$ cat config.mk
export PLATFORM = sky130hd
export DESIGN_NAME = register_file_flat
export DESIGN_NICKNAME = d
export VERILOG_FILES = /design/src/rtl/register_file_if.sv /design/src/rtl/register_file.sv /design/src/flat_wrapper.sv
export SDC_FILE = /design/constraint.sdc
export NUM_CORES = 1
export LEC_CHECK = 0
export CORE_MARGIN = 2
export CORE_UTILIZATION = 35
export CTS_BUF_LIST = sky130_fd_sc_hd__clkbuf_16
export CTS_CLUSTER_DIAMETER = 150
export CTS_CLUSTER_SIZE = 8
export DETAILED_ROUTE_END_ITERATION = 8
export PLACE_DENSITY_LB_ADDON = 0.08
export SLEW_MARGIN = 5
export SYNTH_ARGS = -nofsm -noshare
export SYNTH_HDL_FRONTEND = slang
export SYNTH_SLANG_ARGS = --single-unit
$ cat constraint.sdc
create_clock -name clock -period 1.9 [get_ports clock]
set_input_delay 0.285 -clock clock [delete_from_list [all_inputs] [get_ports clock]]
set_output_delay 0.285 -clock clock [all_outputs]
set_load 0.05 [all_outputs]
$ cat src/rtl/register_file_if.sv
// Register-file port bundle: one write port and two combinational read ports.
// The datapath side drives through the master modport, the register file
// sits on the slave modport.
interface register_file_if #(
  parameter int N    = 8,
  parameter int ADDR = 2
);
  logic            regWrite;
  logic [ADDR-1:0] writeReg;
  logic [N-1:0]    writeData;
  logic [ADDR-1:0] readReg1;
  logic [ADDR-1:0] readReg2;
  logic [N-1:0]    readData1;
  logic [N-1:0]    readData2;

  modport master (
    output regWrite, writeReg, writeData, readReg1, readReg2,
    input  readData1, readData2
  );

  modport slave (
    input  regWrite, writeReg, writeData, readReg1, readReg2,
    output readData1, readData2
  );
endinterface

$ cat src/rtl/register_file.sv
// NanoRisc register bank: REGS x N flops, one synchronous write port fed by
// the write-back mux, two zero-latency read ports for the ALU operands.
// With BYPASS=1 a same-cycle write is forwarded to matching read ports.
// REGS must equal 2**ADDR (power of two, >= 2); every index is writable.
module register_file #(
  parameter int N      = 8,
  parameter int REGS   = 4,
  parameter int ADDR   = 2,
  parameter bit BYPASS = 1'b1
) (
  input  logic          clock,
  input  logic          reset,
  register_file_if.slave rf
);

  logic [REGS-1:0][N-1:0] regs_q, regs_d;
  logic                   fwd_en;
  logic [1:0][ADDR-1:0]   rd_addr;
  logic [1:0][N-1:0]      rd_data;

  // Next-state: only the addressed register takes writeData; others hold.
  always_comb begin
    regs_d = regs_q;
    if (rf.regWrite) regs_d[rf.writeReg] = rf.writeData;
  end

  // Storage update; reset clears everything and overrides a pending write.
  always_ff @(posedge clock) begin
    if (reset) regs_q <= '0;
    else       regs_q <= regs_d;
  end

  // Forwarding is only legal when the write will actually land this edge.
  assign fwd_en = BYPASS && rf.regWrite && !reset;

  assign rd_addr[0] = rf.readReg1;
  assign rd_addr[1] = rf.readReg2;

  // Both read ports share identical mux + bypass logic.
  for (genvar p = 0; p < 2; p++) begin : g_rd
    // Read mux with optional write-to-read forwarding.
    always_comb begin
      rd_data[p] = regs_q[rd_addr[p]];
      if (fwd_en && (rd_addr[p] == rf.writeReg)) rd_data[p] = rf.writeData;
    end
  end

  assign rf.readData1 = rd_data[0];
  assign rf.readData2 = rd_data[1];

endmodule

$ cat src/flat_wrapper.sv
// flat-port wrapper written by rule: the top's interface ports become plain ports
module register_file_flat 
#(
  parameter int N      = 8,
  parameter int REGS   = 4,
  parameter int ADDR   = 2,
  parameter bit BYPASS = 1'b1
)
  (clock, reset, rf_regWrite, rf_writeReg, rf_writeData, rf_readReg1, rf_readReg2, rf_readData1, rf_readData2);
  register_file_if #(.N(N), .ADDR(ADDR)) rf_i ();
  input  logic clock;
  input  logic reset;
  input wire logic [$bits(rf_i.regWrite)-1:0] rf_regWrite;
  input wire logic [$bits(rf_i.writeReg)-1:0] rf_writeReg;
  input wire logic [$bits(rf_i.writeData)-1:0] rf_writeData;
  input wire logic [$bits(rf_i.readReg1)-1:0] rf_readReg1;
  input wire logic [$bits(rf_i.readReg2)-1:0] rf_readReg2;
  output wire logic [$bits(rf_i.readData1)-1:0] rf_readData1;
  output wire logic [$bits(rf_i.readData2)-1:0] rf_readData2;
  assign rf_i.regWrite = rf_regWrite;
  assign rf_i.writeReg = rf_writeReg;
  assign rf_i.writeData = rf_writeData;
  assign rf_i.readReg1 = rf_readReg1;
  assign rf_i.readReg2 = rf_readReg2;
  assign rf_readData1 = rf_i.readData1;
  assign rf_readData2 = rf_i.readData2;
  register_file #(.N(N), .REGS(REGS), .ADDR(ADDR), .BYPASS(BYPASS)) u_core (.clock(clock), .reset(reset), .rf(rf_i));
endmodule
Word level (Yosys, flattened, before mapping):

Cells that the tools add are included.

* bits in registers: 32
* bits of input ports: 17
* output and inout port bits: 16

* order comparisons: 4
* eq/ne operators: 2
* muxes and demuxes: 9
* reduce and logical (&&, ||, !) cells: 5

Operators by type and width (count)
* two-way mux 8 bit: 5
* binary-select mux 8 bit (select 2 bit): 2
* bitwise mux 32 bit: 1
* demux 8 bit (select 2 bit): 1
* < comparator 2 x 3 -> 1 bit (second input constant): 3
* equality test 2 bit: 2
* logical AND 1 bit: 4
* greater-or-equal comparator 2 x 1 -> 1 bit (second input constant): 1
* logical NOT 1 bit: 1

Longest topological paths before layout:

Gate-level depths: netlist of the first run.

* word-level depth: 5
* gate-level depth with buffers: 5

Worst setup path before layout of the first run:

No wires, ideal clock.

* path kind: in2out
* start: input rf_readReg2[1]
* end: output rf_readData2[1]
* data arrival time: 1260 ps
* data required time: 1615 ps
* path slack: 355 ps
* stages on the path: 3
* buffers on the path: 1
* path through: buf_6 -> mux4_2 -> mux2_4

* word-level cells in the longest chain between the ends: 3
* elaborated cells on any way between the ends: 5

RTL lines
* from (decl): line flat_wrapper.sv:17 `input wire logic [$bits(rf_i.readReg2)-1:0] rf_readReg2;`
* binary-select mux 8 bit (select 2 bit) / equality test 2 bit (equally long branches): line register_file.sv:43, register_file.sv:44
* two-way mux 8 bit (not written as such) / logical AND 1 bit (equally long branches): line register_file.sv:43, register_file.sv:44
* two-way mux 8 bit (*): line register_file.sv:44 `if (fwd_en && (rd_addr[p] == rf.writeReg)) rd_data[p] = rf.writeData;`
* to (decl): line flat_wrapper.sv:19 `output wire logic [$bits(rf_i.readData2)-1:0] rf_readData2;`

Mark *: on every way between the ends. The rest lies on a longest branch, timed or not. The select of a mux whose other input is x is not followed.

Worst setup path after layout of the first run:

* start: input rf_readReg2[0]
* end: output rf_readData2[7]

The elaborated chain is that of the path after synthesis.

==> results of run 1 <==
critical path, delay by kind of cell:
kind                   cells  cell delay [ns]
multiplexers               2             0.76
buffers and inverters      3             0.53
layout make-up:
type,count,area (sq um)
clock inverter,3,13.76
timing repair buffer,53,615.6
fill,456,2457
clock buffer,5,125.1
multi-input combinational,107,1232
sequential,32,640.6
tap,70,87.58
cells in the mapped netlist:
cell / number / area share
mux4_2: 16 / 0.19
nand3_4: 2 / 0.018
mux2_4: 16 / 0.13
buf_2: 4 / 0.010
nor2_1: 32 / 0.063
dfxtp_1: 32 / 0.34
buf_6: 4 / 0.024
clkbuf_1: 4 / 0.0079
nand3_2: 1 / 0.0052
buf_4: 1 / 0.0039
nor3b_1: 1 / 0.0039
xnor2_2: 4 / 0.034
nand3b_1: 2 / 0.0079
nor2b_2: 1 / 0.0046
mux2i_1: 32 / 0.17
metal layers:
layer  vias to the layer above  routed length [um]  part of all wire
met5                         -                   0                 0
met4                         0                  15            0.0032
met3                         2                 141             0.030
met2                        22                2635              0.57
met1                       681                1836              0.40
li1                        646                   -                 -
metrics by stage:
step | setup TNS (ns) | util | instance area, sq um | hold WS [ns]
after floorplan | 0 | - | 1911 | 0.4289
after global placement | -4.593 | 0.4608 | 2384 | 0.4864
after detailed placement | -4.668 | 0.4608 | 2384 | 0.5077
after CTS | 0 | 0.5225 | 2703 | 0.5208
after global routing | 0 | 0.5249 | 2715 | 0.5500
final | 0 | 0.5249 | 2715 | 0.5186
final timing paths:
kind / start / slack (ns) / end / cells past startpoint
worst max-delay path: rf_readReg2[0] / 0.03 / rf_readData2[7] / 5
worst min-delay path: u_core.regs_q[4] / 0.52 / u_core.regs_q[4] / 2
worst max register to register: u_core.regs_q[9] / 1.24 / u_core.regs_q[9] / 2
worst min register to register: u_core.regs_q[4] / 0.52 / u_core.regs_q[4] / 2
cell families after synthesis:
group / Yosys count
XOR/XNOR: 4
buffers and inverters: 13
flip-flops: 32
multiplexers: 64
AND/OR/NAND/NOR: 39
power breakdown:
| group | leakage (nW) | switching, mW | total, mW | internal [mW] |
|---|---|---|---|---|
| Clock | 0.0710 | 0.274 | 0.748 | 0.475 |
| Combinational | 0.922 | 0.222 | 0.456 | 0.234 |
| Sequential | 0.260 | 0.0164 | 0.712 | 0.695 |
repair_timing:
item,CTS,global route
gates cloned,2,0
pin swaps,4,2
buffers inserted,5,0
endpoints found under the setup margin,16,10
gates resized for setup,41,5
==> summary.txt, run 1 <==
Minimum clock period - 1.871 ns
Final worst setup slack - 0.02911 ns
Largest regs - u_core.regs_q: 32 flops
Setup Crit Path Kind - input port to primary output
Wire length per cell - 17.14 um
# hold bufs at CTS - 0
DPL Wire Length - 3.095 mm
Initial antenna violation count - 0
Slew Limit Fails - 0
Most frequent cells in the layout - 32 x mux2i_1, 32 x nor2_1, 32 x dfxtp_1, 16 x mux4_2, 16 x mux2_4
Crit path capture type - primary output
Initial Util - 0.3694
Number of flip-flops in the largest register - 32
GR peak layer - met2
I/O pin total - 33
Clk_skew - 0 ns
Xor/xnor cell area share of the yosys netlist - 0.03405
Setup Viol. Count Final - 0
First-pass GRT wire length - 7.479 mm
Clock-pin slew on the worst setup and hold paths - 0.05 ns
Mapped Avg Cell Area - 12.57 sq um
HP Class - flop to flop
CTS sink cnt - 32
Max-slew headroom - 0.7710
Root Buffer - clkbuf_16
Largest net degree at the start of global routing - 33
Max Fanout on Critical Path - 6
Detail Route Antenna Nets - 0
Peak Freq - 534.5 MHz
CP max stage cell - mux4_2
Final Hold Viols - 0
Fin crit share - 0.9847
FP Rows - 26
Met1 Resource Use GR - 0.1921
VDD IR max - 0.4295 mV
Clk buf depth - 2
Overall via count from detail_route - 1,351
Post-synthesis compound-gate area fraction - 0
Die span in y - 77.89 um
Startpoint Class - input port
Mapped Area - 1911 sq um
Status - completed
Sequential share of the synthesized area - 0.3353
Worst Path Required - 1.62 ns
Vias/cell - 5.004
GPL Wtd Cong - 0.7012
Total gr overflow - 0
DRC - 0
Mux cell area share after synthesis - 0.4820
Nets - 216
Post-synthesis simple-gate area fraction - 0.1028
Overall power consumption - 1.916 mW
Place WS - -0.3079 ns
GRT Total Usage - 0.1648
Port buffer count - 32
CORE AREA - 5172 sq um
TritonCTS Buffers - 5
DR pass1 iterations - 4
Yosys reg bits - 32
DRT iter0 DRCs - 46
Full die area - 6066 sq um
Syn nets - 169
Vias in the first global route - 1,438
Layout cells sized above 1 - 0.4400
Leakage - 1.253 nW
Synth Area in Adders - 0
Netlist cell types - 15
H-tree depth - 2
Mapped Cells - 152
RSZ-0062 raised after global routing - false
Crit path arrival time - 1.59 ns
Critical Path, Cell by Cell - dlygate4sd2_1 > buf_12 > mux4_2 > mux2_4 > buf_6
Largest stage delay, worst path - 0.49 ns
Total Wirelength - 4.628 mm
Worst Max-Slew Pin Slew - 0.3435 ns
PD cells - 705.8 nW/um^2
Max-cap check violation count - 0
Antenna diode count - 0
Clk Latency, worst-skew pair - 0.27 ns
YS warnings - 0
Non-Filler Instances - 270
CTS tree - yes
Reg with most FFs - u_core.regs_q
Largest family of logic cells by synthesized area - multiplexers
Global routing usage on met2 - 0.3052
Area grow syn2layout - 42.11%
Die width - 77.89 um
M3 GR Usage - 0.03605
Placed Cells - 255
Power figures use the tool's default switching activity.
==> run 2, diff against run 1 <==
--- a/config.mk
+++ b/config.mk
@@ -5,10 +5,11 @@
 export SDC_FILE = /design/constraint.sdc
 export NUM_CORES = 1
 export LEC_CHECK = 0
+export CORE_ASPECT_RATIO = 0.75
 export CORE_MARGIN = 2
 export CORE_UTILIZATION = 35
 export CTS_BUF_LIST = sky130_fd_sc_hd__clkbuf_16
-export CTS_CLUSTER_DIAMETER = 150
+export CTS_CLUSTER_DIAMETER = 200
 export CTS_CLUSTER_SIZE = 8
 export DETAILED_ROUTE_END_ITERATION = 8
 export PLACE_DENSITY_LB_ADDON = 0.08
==> summary.txt, run 2 (synthesis gave the netlist of run 1 again) <==
Status - completed
VDD IR max - 0.4373 mV
Crit path capture type - primary output
Area grow syn2layout - 43.03%
TritonCTS Buffers - 5
Worst Path Required - 1.62 ns
Wire length per cell - 16.90 um
Leakage - 1.254 nW
RSZ-0062 raised after global routing - false
First-pass GRT wire length - 7.224 mm
Die span in y - 67.99 um
CORE AREA - 5295 sq um
DR pass1 iterations - 4
Cell area after layout - 2733 sq um
CTS tree - yes
Minimum clock period - 1.863 ns
Fin crit share - 0.9804
Worst Max-Slew Pin Slew - 0.4068 ns
Largest regs - u_core.regs_q: 32 flops
DPL Wire Length - 3.166 mm
Max-cap check violation count - 0
Full die area - 6072 sq um
GRT Total Usage - 0.1687
Peak Freq - 536.9 MHz
I/O pin total - 33
Reg with most FFs - u_core.regs_q
Clk buf depth - 2
Clk_skew - 0 ns
PD cells - 759.8 nW/um^2
Crit path arrival time - 1.58 ns
Setup Viol. Count Final - 0
Layout cells sized above 1 - 0.4450
CTS sink cnt - 32
Vias in the first global route - 1,337
H-tree depth - 2
Max Fanout on Critical Path - 6
Largest net degree at the start of global routing - 33
GPL Wtd Cong - 0.7519
Nets - 216
Clock-pin slew on the worst setup and hold paths - 0.05 ns
Total gr overflow - 0
Overall via count from detail_route - 1,351
Port buffer count - 32
Die width - 89.32 um
FP Rows - 23
HP Class - flop to flop
Setup Crit Path Kind - input port to primary output
# hold bufs at CTS - 0
Max-slew headroom - 0.7282
DRC - 0
Detail Route Antenna Nets - 0
Total Wirelength - 4.648 mm
Number of flip-flops in the largest register - 32
DRT iter0 DRCs - 34
Initial antenna violation count - 0
Clk Latency, worst-skew pair - 0.27 ns
Most frequent cells in the layout - 32 x mux2i_1, 32 x nor2_1, 32 x dfxtp_1, 16 x mux4_2, 16 x mux2_4
Final Hold Viols - 0
Util after Layout - 0.5161
Slew Limit Fails - 0
Vias/cell - 4.913
Initial Util - 0.3608
Root Buffer - clkbuf_16
Startpoint Class - input port
Placed Area - 2387 sq um
Antenna diode count - 0
-- run 2: cell types whose count changed in the layout (fill, tap and decap cells not counted), sizes merged --
cell | previous run | this run
clkinv | 3 | 1
clkinvlp | 0 | 1
bufinv | 0 | 1
-- run 2: per-layer routing --
metal | vias up | track usage | routed length, um
met5 | - | 0 | 0
met4 | 0 | 0.06530 | 59
met3 | 6 | 0.04101 | 124
met2 | 18 | 0.2917 | 2393
met1 | 678 | 0.2039 | 2069
li1 | 649 | - | -
-- run 2: area by class of cell --
type	count	area, sq um
multi-input cells	107	1232
well taps	75	93.84
flip-flops and latches	32	640.6
clock inverters	3	42.54
fillers	482	2562
clock buffers	5	125.1
repair buffers	53	598.1
-- run 2: stage by stage --
step,TNS [ns],worst slack (ns),instances,total power [mW],hold WS (ns)
detailed placement,-5.675,-0.3135,263,1.130,0.5075
floorplan,0,0.3545,152,0.9911,0.4289
finish,0,0.03731,275,2.076,0.5196
global route,0,0.01008,275,2.155,0.5465
CTS,0,0.009279,275,2.090,0.5210
global placement,-5.125,-0.2936,263,1.122,0.4874
-- run 2: repair_timing --
item,in CTS,in global routing
cloned,2,0
endpoints found under the setup margin,16,16
resized for setup,42,5
setup buffers,2,0
pin swaps,2,4
-- run 2: report_power, final --
group	total (mW)	switching (mW)	internal, mW
logic	0.452	0.221	0.231
registers	0.712	0.0168	0.695
clock network	0.913	0.298	0.615
total	2.08	0.535	1.54
-- run 2: worst paths after layout --
kind	endpoint	depth (start not counted)	startpoint	slack (ns)
worst max-delay path	rf_readData2[7]	5	rf_readReg2[0]	0.04
worst min register to register	u_core.regs_q[7]	2	u_core.regs_q[7]	0.52
worst max register to register	u_core.regs_q[8]	2	u_core.regs_q[8]	1.26
worst min-delay path	u_core.regs_q[7]	2	u_core.regs_q[7]	0.52
-- run 2: critical path: stages --
cell and delay (ns):
dlygate4sd2_1 0.21, buf_6 0.15, mux4_2 0.50, mux2_4 0.28, buf_8 0.15
==> run 3, diff against run 2 <==
--- a/config.mk
+++ b/config.mk
@@ -12,7 +12,8 @@
 export CTS_CLUSTER_DIAMETER = 200
 export CTS_CLUSTER_SIZE = 8
 export DETAILED_ROUTE_END_ITERATION = 8
-export PLACE_DENSITY_LB_ADDON = 0.08
+export PLACE_DENSITY_LB_ADDON = 0.1
+export REMOVE_ABC_BUFFERS = 1
 export SLEW_MARGIN = 5
 export SYNTH_ARGS = -nofsm -noshare
 export SYNTH_HDL_FRONTEND = slang
==> summary.txt, run 3 (synthesis gave the netlist of run 1 again) <==
GRT Total Usage - 0.1644
Peak Freq - 533.7 MHz
Placed Cells - 263
# hold bufs at CTS - 0
DRT iter0 DRCs - 30
Largest net degree at the start of global routing - 33
Total gr overflow - 0
Overall via count from detail_route - 1,305
Antenna diode count - 0
Storage cell area - 640.6 sq um
R2R setup slack - 1.24 ns
FP Rows - 23
Non-Filler Instances - 272
Leakage - 1.230 nW
Max Fanout on Critical Path - 8
Max-cap check violation count - 0
Initial antenna violation count - 0
Initial Util - 0.3608
DR pass1 iterations - 2
Worst Path Required - 1.62 ns
VDD IR max - 0.4057 mV
Reg with most FFs - u_core.regs_q
Max-slew headroom - 0.7595
Overall power consumption - 2.042 mW
Number of flip-flops in the largest register - 32
Total Wirelength - 4.542 mm
Most frequent cells in the layout - 32 x mux2i_1, 32 x nor2_1, 32 x dfxtp_1
Layout cells sized above 1 - 0.4264
Fin crit share - 0.9862
Wire length per cell - 16.70 um
First-pass GRT wire length - 6.955 mm
TritonCTS Buffers - 5
Minimum clock period - 1.874 ns
Area of the multi-input gates - 1232 sq um
Filler instances - 488
Largest regs - u_core.regs_q: 32 flops
HP Class - flop to flop
Startpoint Class - input port
CORE AREA - 5295 sq um
Port buffer count - 32
RSZ-0062 raised after global routing - false
Vias in the first global route - 1,323
Vias/cell - 4.798
Die width - 89.32 um
Area grow syn2layout - 40.80%
Slew Limit Fails - 0
Nets - 213
Root Buffer - clkbuf_16
DPL Wire Length - 3.159 mm
Worst Max-Slew Pin Slew - 0.3608 ns
Setup Crit Path Kind - input port to primary output
I/O pin total - 33
Full die area - 6072 sq um
Die span in y - 67.99 um
Clock-pin slew on the worst setup and hold paths - 0.05 ns
Crit path arrival time - 1.59 ns
DRC - 0
Critical Path, Cell by Cell - dlygate4sd2_1 > buf_12 > xnor2_4 > nand3_4 > mux2_4 > buf_8
Setup Viol. Count Final - 0
Status - completed
Final Hold Viols - 0
Clk Latency, worst-skew pair - 0.27 ns
Crit path capture type - primary output
PD cells - 759.1 nW/um^2
Largest stage delay, worst path - 0.37 ns
Clk_skew - 0 ns
Clk buf depth - 2
CP max stage cell - mux2_4
CTS sink cnt - 32
GPL Wtd Cong - 0.7061
H-tree depth - 2
Detail Route Antenna Nets - 0
CTS tree - yes
-- run 3: worst max-delay path, delay by kind of cell --
family | cells | cell delay [ns]
XOR/XNOR | 1 | 0.15
buffers and inverters | 3 | 0.56
AND/OR/NAND/NOR | 1 | 0.22
multiplexers | 1 | 0.37
-- run 3: routing by layer --
| metal | vias up | GRT usage | wire (um) |
|---|---|---|---|
| met4 | 0 | 0.05597 | 53 |
| met2 | 18 | 0.2769 | 2181 |
| met5 | - | 0 | 0 |
| met3 | 8 | 0.04584 | 148 |
| met1 | 635 | 0.2042 | 2159 |
| li1 | 644 | - | - |
-- run 3: metrics by stage --
stage | utilization | hold WS (ns) | TNS [ns] | setup slack, ns | area [sq um]
2_1_floorplan | - | 0.3574 | 0 | 0.2732 | 1823
3_3_place_gp | 0.4532 | 0.4877 | -4.751 | -0.3198 | 2400
3_5_place_dp | 0.4532 | 0.5069 | -4.670 | -0.3195 | 2400
4_1_cts | 0.5090 | 0.5199 | 0 | 0.0004763 | 2695
5_1_grt | 0.5080 | 0.5454 | 0 | 0.003654 | 2690
6_report | 0.5080 | 0.5172 | 0 | 0.02617 | 2690
-- run 3: final cells by class --
cell class,count,area share
clock inverters,3,0.01395
flip-flops and latches,32,0.2381
repair buffers,50,0.2084
clock buffers,5,0.04651
multi-input cells,107,0.4581
well taps,75,0.03488
-- run 3: path summary, 6_finish.rpt --
kind | startpoint | end | cells past startpoint
max | rf_readReg2[0] | rf_readData2[1] | 6
min reg2reg | u_core.regs_q[31] | u_core.regs_q[31] | 2
max reg2reg | u_core.regs_q[17] | u_core.regs_q[17] | 2
min | u_core.regs_q[31] | u_core.regs_q[31] | 2
-- run 3: what timing repair did --
| action | in CTS | in global routing |
|---|---|---|
| setup buffers | 1 | 0 |
| pin swaps | 4 | 2 |
| resized for setup | 41 | 1 |
| setup endpoints to repair | 16 | 5 |
-- run 3: where the power goes --
group | switching [mW] | leakage, nW | internal, mW
clock network | 0.282 | 0.0789 | 0.608
logic | 0.220 | 0.891 | 0.222
registers | 0.0153 | 0.260 | 0.695
